[config.mk]
export PLATFORM = sky130hd
export DESIGN_NAME = mem_bus_arbiter
export DESIGN_NICKNAME = d
export VERILOG_FILES = /design/src/rtl/mem_bus_arbiter.sv
export SDC_FILE = /design/constraint.sdc
export NUM_CORES = 1
export LEC_CHECK = 0
export ABC_CLOCK_PERIOD_IN_PS = 5000
export CAP_MARGIN = 20
export CORE_AREA = 5 5 118 120
export DETAILED_ROUTE_END_ITERATION = 8
export DIE_AREA = 0 0 123 125
export GPL_ROUTABILITY_DRIVEN = 0
export GPL_TIMING_DRIVEN = 0
export PLACE_DENSITY = 0.59
export SYNTH_ARGS = -nofsm -noshare
export SYNTH_HDL_FRONTEND = slang
export SYNTH_SLANG_ARGS = --single-unit
export TNS_END_PERCENT = 30
[constraint.sdc]
create_clock -name clk -period 5 [get_ports clk]
set_clock_uncertainty 0.05 [all_clocks]
set_input_delay 0.75 -clock clk [delete_from_list [all_inputs] [get_ports clk]]
set_output_delay 0.75 -clock clk [all_outputs]
set_load 0.005 [all_outputs]
[src/rtl/mem_bus_arbiter.sv]
// mem_bus_arbiter: two-requester memory bus arbiter with round-robin/fixed priority and access timeout
// Ports: clk, reset_n (sync active-low); m0_*/m1_* requester valid/addr/wdata/wstrb in, rdata/ready out;
// s_* single downstream request out, s_rdata/s_ready in; grant one-hot owner; timeout_err one-cycle pulse.
module mem_bus_arbiter #(
  parameter int unsigned FIXED_PRIO = 0,
  parameter int unsigned TIMEOUT    = 1023
) (
  input  logic        clk,
  input  logic        reset_n,
  input  logic        m0_valid,
  input  logic [31:0] m0_addr,
  input  logic [31:0] m0_wdata,
  input  logic [3:0]  m0_wstrb,
  output logic [31:0] m0_rdata,
  output logic        m0_ready,
  input  logic        m1_valid,
  input  logic [31:0] m1_addr,
  input  logic [31:0] m1_wdata,
  input  logic [3:0]  m1_wstrb,
  output logic [31:0] m1_rdata,
  output logic        m1_ready,
  output logic        s_valid,
  output logic [31:0] s_addr,
  output logic [31:0] s_wdata,
  output logic [3:0]  s_wstrb,
  input  logic [31:0] s_rdata,
  input  logic        s_ready,
  output logic [1:0]  grant,
  output logic        timeout_err
);
  typedef enum logic [1:0] {IDLE, GNT0, GNT1} state_t;
  state_t      state_q, state_d;
  logic        last_q, last_d;
  logic [15:0] cnt_q, cnt_d;
  logic [1:0]  grant_q;
  logic        active, sel, mv, tmo, done, pick1;
  assign active = state_q != IDLE;
  assign sel    = state_q == GNT1;
  assign mv     = sel ? m1_valid : m0_valid;
  // s_ready takes precedence over an expiring counter
  assign tmo    = active && mv && !s_ready && cnt_q == 16'(TIMEOUT - 1);
  assign done   = active && mv && (s_ready || tmo);
  // requester 1 wins when alone, or on a tie under round-robin when requester 0 went last
  assign pick1  = m1_valid && (!m0_valid || (FIXED_PRIO == 0 && !last_q));
  always_comb begin
    state_d = state_q;
    last_d  = last_q;
    cnt_d   = cnt_q + 16'd1;
    if (!active) begin
      cnt_d = '0;
      if (m0_valid || m1_valid) begin
        state_d = pick1 ? GNT1 : GNT0;
        last_d  = pick1;
      end
    end else if (!mv || s_ready || tmo) state_d = IDLE;
  end
  always_ff @(posedge clk) begin
    if (!reset_n) begin
      state_q <= IDLE;
      last_q  <= 1'b1;
      cnt_q   <= '0;
      grant_q <= 2'b00;
    end else begin
      state_q <= state_d;
      last_q  <= last_d;
      cnt_q   <= cnt_d;
      grant_q <= state_d == GNT0 ? 2'b01 : state_d == GNT1 ? 2'b10 : 2'b00;
    end
  end
  assign grant       = grant_q;
  assign s_valid     = active;
  assign s_addr      = !active ? '0 : sel ? m1_addr : m0_addr;
  assign s_wdata     = !active ? '0 : sel ? m1_wdata : m0_wdata;
  assign s_wstrb     = !active ? '0 : sel ? m1_wstrb : m0_wstrb;
  assign m0_ready    = done && !sel;
  assign m1_ready    = done && sel;
  assign m0_rdata    = (state_q == GNT0 && !tmo) ? s_rdata : '0;
  assign m1_rdata    = (sel && !tmo) ? s_rdata : '0;
  assign timeout_err = tmo;
endmodule
; Word-level counts from Yosys, hierarchy flattened
; Index checks and enable logic that the tools add are counted.
[classes]
n_bitwise = 2
n_reduce_logical = 24
mux = 15
n_addsub = 1
n_eq_ne = 5
[ops]
columns = operator, n
row1 = $mux 32, 6
row2 = $add 16x1->16 const B, 1
row3 = $eq 16x10->1 const B, 1
row4 = $mux 2, 5
row5 = $logic_and 1x1->1, 9
row6 = $mux 4, 2
row7 = $logic_not 1->1, 6
row8 = $logic_or 1x1->1, 5
row9 = $eq 2x1->1 const B, 2
row10 = $eq 2x2->1 const B, 2
row11 = $reduce_and 2->1, 2
row12 = $mux 1, 2
row13 = $not 1->1, 2
row14 = $reduce_bool 2->1, 1
row15 = $reduce_or 2->1, 1
[word_totals]
in_bits = 173
out_inout_bits = 138
ff_bits = 21

; Logic depth before layout (Yosys ltp)
[depth]
word_depth = 11
mapped_depth = 7
mapped_depth_nobuf = 6

; Worst setup path before layout
; Ideal clock, no wire load.
[synth_path]
path_kind = input-to-output
from = input s_ready
to = output m0_rdata[10]
arrival_ns = 1.724
path_buffers = 1
slack_ns = 2.476
cell_stages = 5
t_required_ns = 4.200
path_cell_list = nor4b_1 and4_4 a211oi_4 buf_6 and2_1
[synth_via]
elab_chain_len = 6
[synth_lines]
columns = element, line
row1 = start: declaration, 27  ; input logic s_ready,
row2 = $logic_not 1->1, 41  ; assign tmo = active && mv && !s_ready && cnt_q == 16'(TIMEOUT - 1);
row3 = $logic_and 1x1->1 (2 in series), 41
row4 = $logic_not 1->1, 77  ; assign m0_rdata = (state_q == GNT0 && !tmo) ? s_rdata : '0;
row5 = $logic_and 1x1->1, 77
row6 = $mux 32, 77
row7 = end: declaration, 14  ; output logic [31:0] m0_rdata,
; Every way passes these cells.

; Worst setup path in the final report
[layout_path]
from = input s_ready
to = output m0_rdata[14]
; The elaborated chain is that of the path after synthesis.

==> flow_summary_export.csv <==
group,metric,value,unit
worst_setup_path,cp-end-kind,"output pin",
worst_setup_path,regToRegSetupSlack,3.13,ns
sta,setup_viol,0,
routing,drt_iter0_markers,125,
logic_synthesis,synth-edff-count,0,
clock_tree,cts_buffer_depth,2,
sta,timing.final.crit_share,73.3,%
sta,tightest_slew,0.522,ns
pwr,p_leak,2.05,nW
logic_synthesis,async_flop_share,0,%
grt,grtUsageTotal,17.6,%
finish,fill_cells,1276,
grt,grt_util_met3,5.06,%
clock_tree,cts.sinks,21,
logic_synthesis,synth_cell_types,38,
sta,finalMaxSlewViolations,0,
die,pin_count,311,
logic_synthesis,ys.flop_type,"dfxtp_1",
die,coreArea,0.0129,sq mm
die,die_w,123,um
worst_setup_path,reg2reg_depth,6,
clock_tree,cts_setup_buffers,0,
clock_tree,cts_made_buffers,3,
status,outcome,"complete, no violations",
worst_setup_path,r2r_end,"grant[1]$_SDFF_PP0_",
min_path,holdPathStages,1,
worst_setup_path,arrival,2.87,ns
pwr,power.density,142,mW/mm^2
routing,firstDrtPassIters,4,
worst_setup_path,crit_fanout,10,
grt,busiest_layer,"met2",
sta,hold_viol,0,
clock_tree,clkLatencyLatePin,0.26,ns
logic_synthesis,synthCells,266,
min_path,min_from,"cnt_q[0]$_SDFF_PN0_",
min_path,min_path_type,"flip-flop to flip-flop",
sta,slew_headroom,65.2,%
routing,vias,3255,
finish,nNetsFinal,756,
worst_setup_path,path_class,"input pin to output pin",
pwr,peakVddDrop,0.175,mV
grt,grt_util_met1,22.3,%
routing,drc,0,
clock_tree,cts_tree,"built",
logic_synthesis,yosys_warnings,0,
grt,grt_pass1_wl,21000,um
die,core.rowCount,42,
routing,drt-total-wl,14500,um
die,initial_core_util,16.7,%
grt,grt_max_degree,14,
finish,drive_gt1_share,4.83,%
sta,rsz0062_at_grt,"false",
place,dp_slack,1.38,ns
logic_synthesis,yosysSeqAreaShare,19.5,%
sta,layout_min_cycle_time,3.67,ns
worst_setup_path,cp-start-kind,"input pin",
grt,antenna_found_initial,0,
clock_tree,clk_pin_slew,0.06,ns
logic_synthesis,synth_seq_cells,21,
sta,max_freq,273,MHz
worst_setup_path,rr_startpoint,"cnt_q[0]$_SDFF_PN0_",
clock_tree,post_cts_resized,0,
grt,grt-ovfl-total,0,
routing,ant_nets,0,
grt,met2_usage,30.2,%
logic_synthesis,syn_area_per_cell,8.09,sq um
worst_setup_path,critPathRequiredTime,4.20,ns
sta,tns,0,ns
logic_synthesis,syn-num-nets,441,
sta,finalWorstSetupSlack,1.33,ns
place,portBuffers,310,
die,dieArea,0.0154,sq mm
min_path,min_to,"cnt_q[0]$_SDFF_PN0_",
logic_synthesis,synth_area,0.00215,sq mm
clock_tree,htree_num_levels,1,
pwr,power.total,0.786,mW
finish,diodes,0,
routing,vias_per_cell,4.31,
clock_tree,root_buffer,"clkbuf_16",
routing,wl_per_cell,19.1,um
run,drv_cap,0,
clock_tree,holdBufCountCts,0,
finish,syn_to_final_growth,158,%
die,die_height,125,um
grt,grt_pass1_vias,3391,
place,dpl.hpwl,12700,um
critical path, stage by stage:
cell and delay [ns]:
clkdlybuf4s50_1 0.44, nor4b_1 0.43, and4_4 0.36, a211oi_4 0.11
buf_6 0.17, and2_1 0.15, clkdlybuf4s50_1 0.45
Yosys cell counts, types with 4 or more instances:
library cell	count	area share, %
nor2_1	14	2.4
nand2_1	9	1.6
nand3_1	4	0.93
buf_6	8	4.2
dfxtp_1	21	20
a21oi_1	6	1.4
clkbuf_1	12	2.1
and2_1	67	19
a22o_1	68	28
nand4_1	5	1.5
inv_1	5	0.87
xor2_1	8	3.3
stage by stage:
step	utilization [%]	hold slack, ns	instances	area (sq um)
floorplan	-	0.375	266	2150
global placement	42.5	0.386	752	5470
detailed placement	42.5	0.406	752	5470
CTS	43.2	0.419	756	5560
global route	43.2	0.463	756	5560
finish	43.2	0.412	756	5560
layout make-up:
type | instances | area [sq um] | area share, %
sequential | 21 | 420 | 7.57
multi-input combinational | 216 | 1560 | 28.0
timing repair buffer | 310 | 3100 | 55.8
buffer | 24 | 154 | 2.77
clock inverter | 1 | 7.51 | 0.135
clock buffer | 3 | 75.1 | 1.35
inverter | 5 | 18.8 | 0.338
tap | 176 | 220 | 3.96
state kept, by name, indices dropped and copies added (netlist names):
signal   count
state_q      2
last_q       1
grant        2
cnt_q       16
cell families (layout without fill, tap and decap cells):
group | after synthesis | in the layout | share of synthesized area [%]
buffers and inverters | 29 | 343 | 8.03
adder cells (fa/ha/maj) | 2 | 2 | 1.16
AO/OA/AOI/OAI | 87 | 87 | 34.5
AND/OR/NAND/NOR | 118 | 118 | 33.1
XOR/XNOR | 9 | 9 | 3.67
flip-flops | 21 | 21 | 19.5
where the power goes:
part / switching, mW / internal (mW)
clock: 0.0645 / 0.108
sequential: 0.00373 / 0.172
combinational: 0.143 / 0.295
routing by layer:
metal | vias up | part of all wire, %
met3 | 15 | 9.2
met2 | 142 | 48
met5 | - | 0
met1 | 1489 | 42
li1 | 1609 | -
met4 | 0 | 1.2
how the worst max path moves through the flow:
stage / to / depth (start not counted) / from
global placement: m1_rdata[28] / 7 / s_ready
CTS: m0_rdata[14] / 7 / s_ready
finish: m0_rdata[14] / 7 / s_ready
detailed placement: m0_rdata[14] / 7 / s_ready
floorplan: m0_rdata[10] / 5 / s_ready
global route: m0_rdata[15] / 7 / s_ready
cell usage in the layout, fill, tap and decap left out, types with 2 or more instances in the layout:
master and count:
clkdlybuf4s50_1 310, a22o_1 68, and2_1 67, dfxtp_1 21
nor2_1 14, clkbuf_1 12, nand2_1 9, buf_6 8
xor2_1 8, a21oi_1 6, inv_1 5, nand4_1 5
nand3_1 4, buf_2 3, and4_4 3, o21ai_0 3
or4_1 3, clkbuf_16 3, a211oi_4 2, o211ai_1 2
or3b_2 2, o31ai_1 2, ha_1 2
(Power assumes the default switching activity.)
